**src/rtl/uart_pkg.sv**
```systemverilog
// rtl/uart_pkg.sv - shared UART state type, frame constants and baud helper
package uart_pkg;

    // Bits on the wire per frame and bits actually carried from the fabric
    localparam int FRAME_DATA_BITS = 8;
    localparam int PAYLOAD_BITS    = 4;

    // Transmit sequence; CS guard periods wrap the classic 8N1 frame
    typedef enum logic [2:0] {
        IDLE,
        CS_SETUP,
        START,
        DATA,
        STOP,
        CS_HOLD
    } uart_state_e;

    // Whole clock cycles per bit; integer division truncates any fraction
    function automatic int clks_per_bit(input int clk_freq, input int baud);
        return clk_freq / baud;
    endfunction

endpackage

```
**src/rtl/uart_baud_gen.sv**
```systemverilog
// rtl/uart_baud_gen.sv - bit-period counter with a one-cycle tick at each wrap
module uart_baud_gen #(
    parameter int CLKS_PER_BIT = 5208
) (
    input  logic clk,
    input  logic reset_n,
    input  logic clear,
    output logic tick
);

    localparam int               CNT_W = (CLKS_PER_BIT > 1) ? $clog2(CLKS_PER_BIT) : 1;
    localparam logic [CNT_W-1:0] LAST  = CNT_W'(CLKS_PER_BIT - 1);

    if (CLKS_PER_BIT < 2) begin : g_cpb_check
        $error("uart_baud_gen: CLKS_PER_BIT must be at least 2");
    end

    logic [CNT_W-1:0] cnt_q;
    logic [CNT_W-1:0] cnt_d;

    // Clear realigns the bit grid to the current edge; otherwise count and wrap
    always_comb begin
        cnt_d = cnt_q + 1'b1;
        if (clear || (cnt_q == LAST)) begin
            cnt_d = '0;
        end
    end

    // Counter register
    always_ff @(posedge clk or negedge reset_n) begin
        if (!reset_n) begin
            cnt_q <= '0;
        end else begin
            cnt_q <= cnt_d;
        end
    end

    assign tick = (cnt_q == LAST);

endmodule

```
**src/rtl/uart_tx_cs.sv**
```systemverilog
// rtl/uart_tx_cs.sv - 8N1 UART transmitter with active-low chip select framing
module uart_tx_cs
    import uart_pkg::*;
#(
    parameter int CLK_FREQ = 50_000_000,
    parameter int BAUD     = 9600
) (
    input  logic                    clk,
    input  logic                    reset_n,
    input  logic                    start,
    input  logic [PAYLOAD_BITS-1:0] data,
    output logic                    tx,
    output logic                    cs,
    output logic                    busy,
    output logic                    done
);

    localparam int CLKS_PER_BIT = clks_per_bit(CLK_FREQ, BAUD);

    if (CLKS_PER_BIT < 2) begin : g_cpb_check
        $error("uart_tx_cs: CLK_FREQ/BAUD must be at least 2");
    end

    uart_state_e                state_q;
    logic [FRAME_DATA_BITS-1:0] shift_q;
    logic [2:0]                 bit_cnt_q;
    logic                       tx_q;
    logic                       cs_q;
    logic                       busy_q;
    logic                       done_q;
    logic                       accept;
    logic                       bit_tick;

    // A request is only honoured from IDLE; anything else is dropped, not queued
    assign accept = (state_q == IDLE) && start;

    uart_baud_gen #(
        .CLKS_PER_BIT(CLKS_PER_BIT)
    ) u_baud (
        .clk    (clk),
        .reset_n(reset_n),
        .clear  (accept),
        .tick   (bit_tick)
    );

    // Frame sequencer: every output is driven from this register set
    always_ff @(posedge clk or negedge reset_n) begin
        if (!reset_n) begin
            state_q   <= IDLE;
            shift_q   <= '0;
            bit_cnt_q <= '0;
            tx_q      <= 1'b1;
            cs_q      <= 1'b1;
            busy_q    <= 1'b0;
            done_q    <= 1'b0;
        end else begin
            done_q <= 1'b0;
            case (state_q)
                IDLE: begin
                    if (start) begin
                        shift_q   <= {{(FRAME_DATA_BITS - PAYLOAD_BITS){1'b0}}, data};
                        bit_cnt_q <= '0;
                        tx_q      <= 1'b1;
                        cs_q      <= 1'b0;
                        busy_q    <= 1'b1;
                        state_q   <= CS_SETUP;
                    end
                end
                CS_SETUP: begin
                    if (bit_tick) begin
                        tx_q    <= 1'b0;
                        state_q <= START;
                    end
                end
                START: begin
                    if (bit_tick) begin
                        tx_q      <= shift_q[0];
                        shift_q   <= shift_q >> 1;
                        bit_cnt_q <= '0;
                        state_q   <= DATA;
                    end
                end
                DATA: begin
                    if (bit_tick) begin
                        if (bit_cnt_q == 3'd7) begin
                            tx_q    <= 1'b1;
                            state_q <= STOP;
                        end else begin
                            tx_q      <= shift_q[0];
                            shift_q   <= shift_q >> 1;
                            bit_cnt_q <= bit_cnt_q + 3'd1;
                        end
                    end
                end
                STOP: begin
                    if (bit_tick) begin
                        state_q <= CS_HOLD;
                    end
                end
                CS_HOLD: begin
                    if (bit_tick) begin
                        cs_q    <= 1'b1;
                        busy_q  <= 1'b0;
                        done_q  <= 1'b1;
                        state_q <= IDLE;
                    end
                end
                default: begin
                    tx_q    <= 1'b1;
                    cs_q    <= 1'b1;
                    busy_q  <= 1'b0;
                    state_q <= IDLE;
                end
            endcase
        end
    end

    assign tx   = tx_q;
    assign cs   = cs_q;
    assign busy = busy_q;
    assign done = done_q;

endmodule

```
**config.mk**
```make
export PLATFORM = sky130hd
export DESIGN_NAME = uart_tx_cs
export DESIGN_NICKNAME = d
export VERILOG_FILES = /design/src/rtl/uart_pkg.sv /design/src/rtl/uart_baud_gen.sv /design/src/rtl/uart_tx_cs.sv
export SDC_FILE = /design/constraint.sdc
export NUM_CORES = 1
export LEC_CHECK = 0
export CAP_MARGIN = 20
export CORE_MARGIN = 3
export CORE_UTILIZATION = 55
export DETAILED_ROUTE_END_ITERATION = 8
export PLACE_DENSITY = 0.76
export SLEW_MARGIN = 15
export SYNTH_ARGS = -nofsm -noshare
export SYNTH_HDL_FRONTEND = slang
export SYNTH_SLANG_ARGS = --single-unit
export TNS_END_PERCENT = 30
```
**constraint.sdc**
```tcl
create_clock -name clk -period 2.6 [get_ports clk]
set_input_delay 0.78 -clock clk [delete_from_list [all_inputs] [get_ports clk]]
set_output_delay 0.78 -clock clk [all_outputs]
set_load 0.02 [all_outputs]
```
==> qor.csv <==
stage,metric,value,unit
final_layout,area_growth,9.30,%
die,fp.dieArea,3290,um2
synth,synth.area.top_cells,"dfrtp_1 (43%), nor2_1 (5.9%), xnor2_1 (4.8%)",
placed_design,routabilityCongestion,0.880,
die,io_pins,11,
die,core_area,2360,um2
critical_path,path_buf_inv,1,
worst_hold_path,hold_path_class,flip-flop to flip-flop,
critical_path,startpoint,cs,
pwr,leakage,0.658,nW
pwr,finalPower,979,uW
clock_tree,clk_latency,320,ps
final_layout,drive_gt1_share,12.2,%
timing,finalSetupTns,0,ps
synth,yosys_warnings,0,
global_route,grt-ovfl-total,0,
pwr,peakVddDrop,0.616,mV
critical_path,crit_arrival,1500,ps
die,die_y,57.4,um
synth,synth_common_cells,"dfrtp_1 (25), nor2_1 (23), xnor2_1 (8)",
synth,dominantRegCellSynth,dfrtp_1,
synth,synth_edf_count,0,
critical_path,startpoint_type,flip-flop,
global_route,grt_pass1_vias,1107,
synth,synthArstFlopShare,100,%
global_route,grt_use_total,17.6,%
synth,synth_top_area_share,43.1,%
critical_path,crit_family,buffers and inverters,
route,wl_per_cell,14.5,um
synth,synth-seq-cells,27,
timing,fin_crit,2280,ps
synth,syn-num-nets,156,
synth,ys_seq_area_share,46.7,%
synth,synth_most_common_cell,dfrtp_1,
critical_path,worst_setup_path_end_kind,primary output,
clock_tree,clock-sinks,27,
clock_tree,cts_setup_buffers,0,
clock_tree,cts_tree,yes,
clock_tree,h-tree-depth,1,
timing,setup_viol,0,
timing,max_slew_margin,67.4,%
route,antenna_left,0,
route,drc,0,
final_layout,diodes,0,
die,dieWidth,57.4,um
route,via_count,1072,
route,vias_per_cell,5.83,
global_route,grt_pass1_wl,4660,um
clock_tree,clk_path_buf_depth,2,
clock_tree,clkTransAtPathRegs,140,ps
timing,slew_viol_final,0,
die,start_util,61.5,%
critical_path,path_cells,clkdlybuf4s50_1,
pwr,power.density,617,nW/um2
critical_path,worstPathRequired,1820,ps
clock_tree,postCtsHoldBufs,0,
placed_design,io_buffers,10,
synth,synth_cell_type_count,42,
run,maxCapViolCount,0,
critical_path,cpMaxStageDelayCell,clkdlybuf4s50_1,
critical_path,cp_max_fo,4,
critical_path,crit_type,flip-flop to primary output,
critical_path,max_stage_delay,600,ps
synth,synth_cells,146,
critical_path,reg2reg_from,bit_cnt_q[0],
timing,tightest_slew,489,ps
synth,synth.largest_area_cell,dfrtp_1,
clock_tree,postCtsResizedCells,0,
clock_tree,cts-root-buf,clkbuf_4,
global_route,antenna_found_initial,0,
timing,post-route-period-util,87.6,%
die,num_rows,17,
timing,max_freq,0.439,GHz
timing,rsz0062_at_grt,no,
route,drt_iter0_drc,25,
timing,finClkSkew,8.01,ps
route,wl,2660,um
status,outcome,completed,
synth,synth.avg_cell_area,9.95,um2
global_route,grt_max_degree,28,
synth,synthesis.area,1450,um2
worst_hold_path,hp-start,u_baud.cnt_q[0],
final_layout,layout.nets,167,
clock_tree,cts_inserted_buffers,3,
route,firstDrtPassIters,4,
placed_design,dp_hpwl,1880,um
timing,finalHoldViolations,0,
==> report_power, final <==
group	switching [mW]	total, mW	internal, mW
registers	0.0915	0.588	0.496
logic	0.103	0.213	0.111
clock network	0.121	0.178	0.0576
==> sequential cells by signal, summed over array words and instances (netlist names) <==
register	cells
u_baud.cnt_q	13
shift_q	4
bit_cnt_q	3
state_q	3
busy	1
cs	1
done	1
tx	1
==> final timing paths <==
path                                   end  slack (ps)  depth (start not counted)
min in group asynchronous       shift_q[0]         810                          2
max                                     cs         320                          1
max reg2reg                   bit_cnt_q[2]         470                          6
max in group asynchronous               tx        1480                          2
min reg2reg                u_baud.cnt_q[0]         510                          1
min                        u_baud.cnt_q[0]         510                          1
==> cells by family after synthesis <==
logic type | synth area share, %
flops | 46.7
fa+ha+maj | 2.58
xor+xnor | 6.63
mux | 2.15
compound gates | 15.1
simple gates | 21.9
buf+inv | 5.00
==> layout make-up <==
cell class	count	area, um2
Tap cell	28	35.0
Sequential cell	27	678
Inverter	6	22.5
Clock buffer	3	22.5
Multi-Input combinational cell	106	702
Timing Repair Buffer	13	123
Clock inverter	1	5.00
Fill cell	195	773
==> placed cells by master, fill, tap and decap left out, types with 2 or more instances in the layout <==
cell type / synthesis / layout
a211oi_1: 2 / 2
a21oi_1: 3 / 3
a2bb2oi_1: 3 / 3
a32o_1: 3 / 3
buf_4: 2 / 3
clkbuf_4: 0 / 3
clkdlybuf4s50_1: 0 / 10
dfrtp_1: 25 / 25
dfstp_2: 2 / 2
ha_1: 3 / 3
inv_1: 6 / 6
mux2i_1: 2 / 2
nand2_1: 7 / 7
nand2b_1: 5 / 5
nand3_1: 6 / 6
nand4_1: 3 / 3
nor2_1: 23 / 23
nor2b_1: 2 / 2
nor3_1: 7 / 7
o211ai_1: 2 / 2
o21ai_0: 2 / 2
o2bb2ai_1: 3 / 3
o31ai_1: 2 / 2
or4_4: 2 / 2
xnor2_1: 8 / 8
xor2_1: 3 / 3
==> through the flow <==
step	hold WS (ps)	area [um2]	worst slack [ps]	cells	utilization (%)
floorplan	452	1450	767	146	-
global placement	478	1560	320	180	66.1
detailed placement	482	1560	228	180	66.1
CTS	510	1590	302	184	67.2
global route	533	1590	281	184	67.2
finish	508	1590	323	184	67.2
==> per-layer routing <==
layer,up-vias,track usage [%],wire length [um]
li1,538,-,-
met1,523,22.4,1260
met2,9,31.0,1330
met3,2,2.04,59
met4,0,5.30,12
met5,-,0,0
Note: power is estimated with default switching activity, not from simulation.
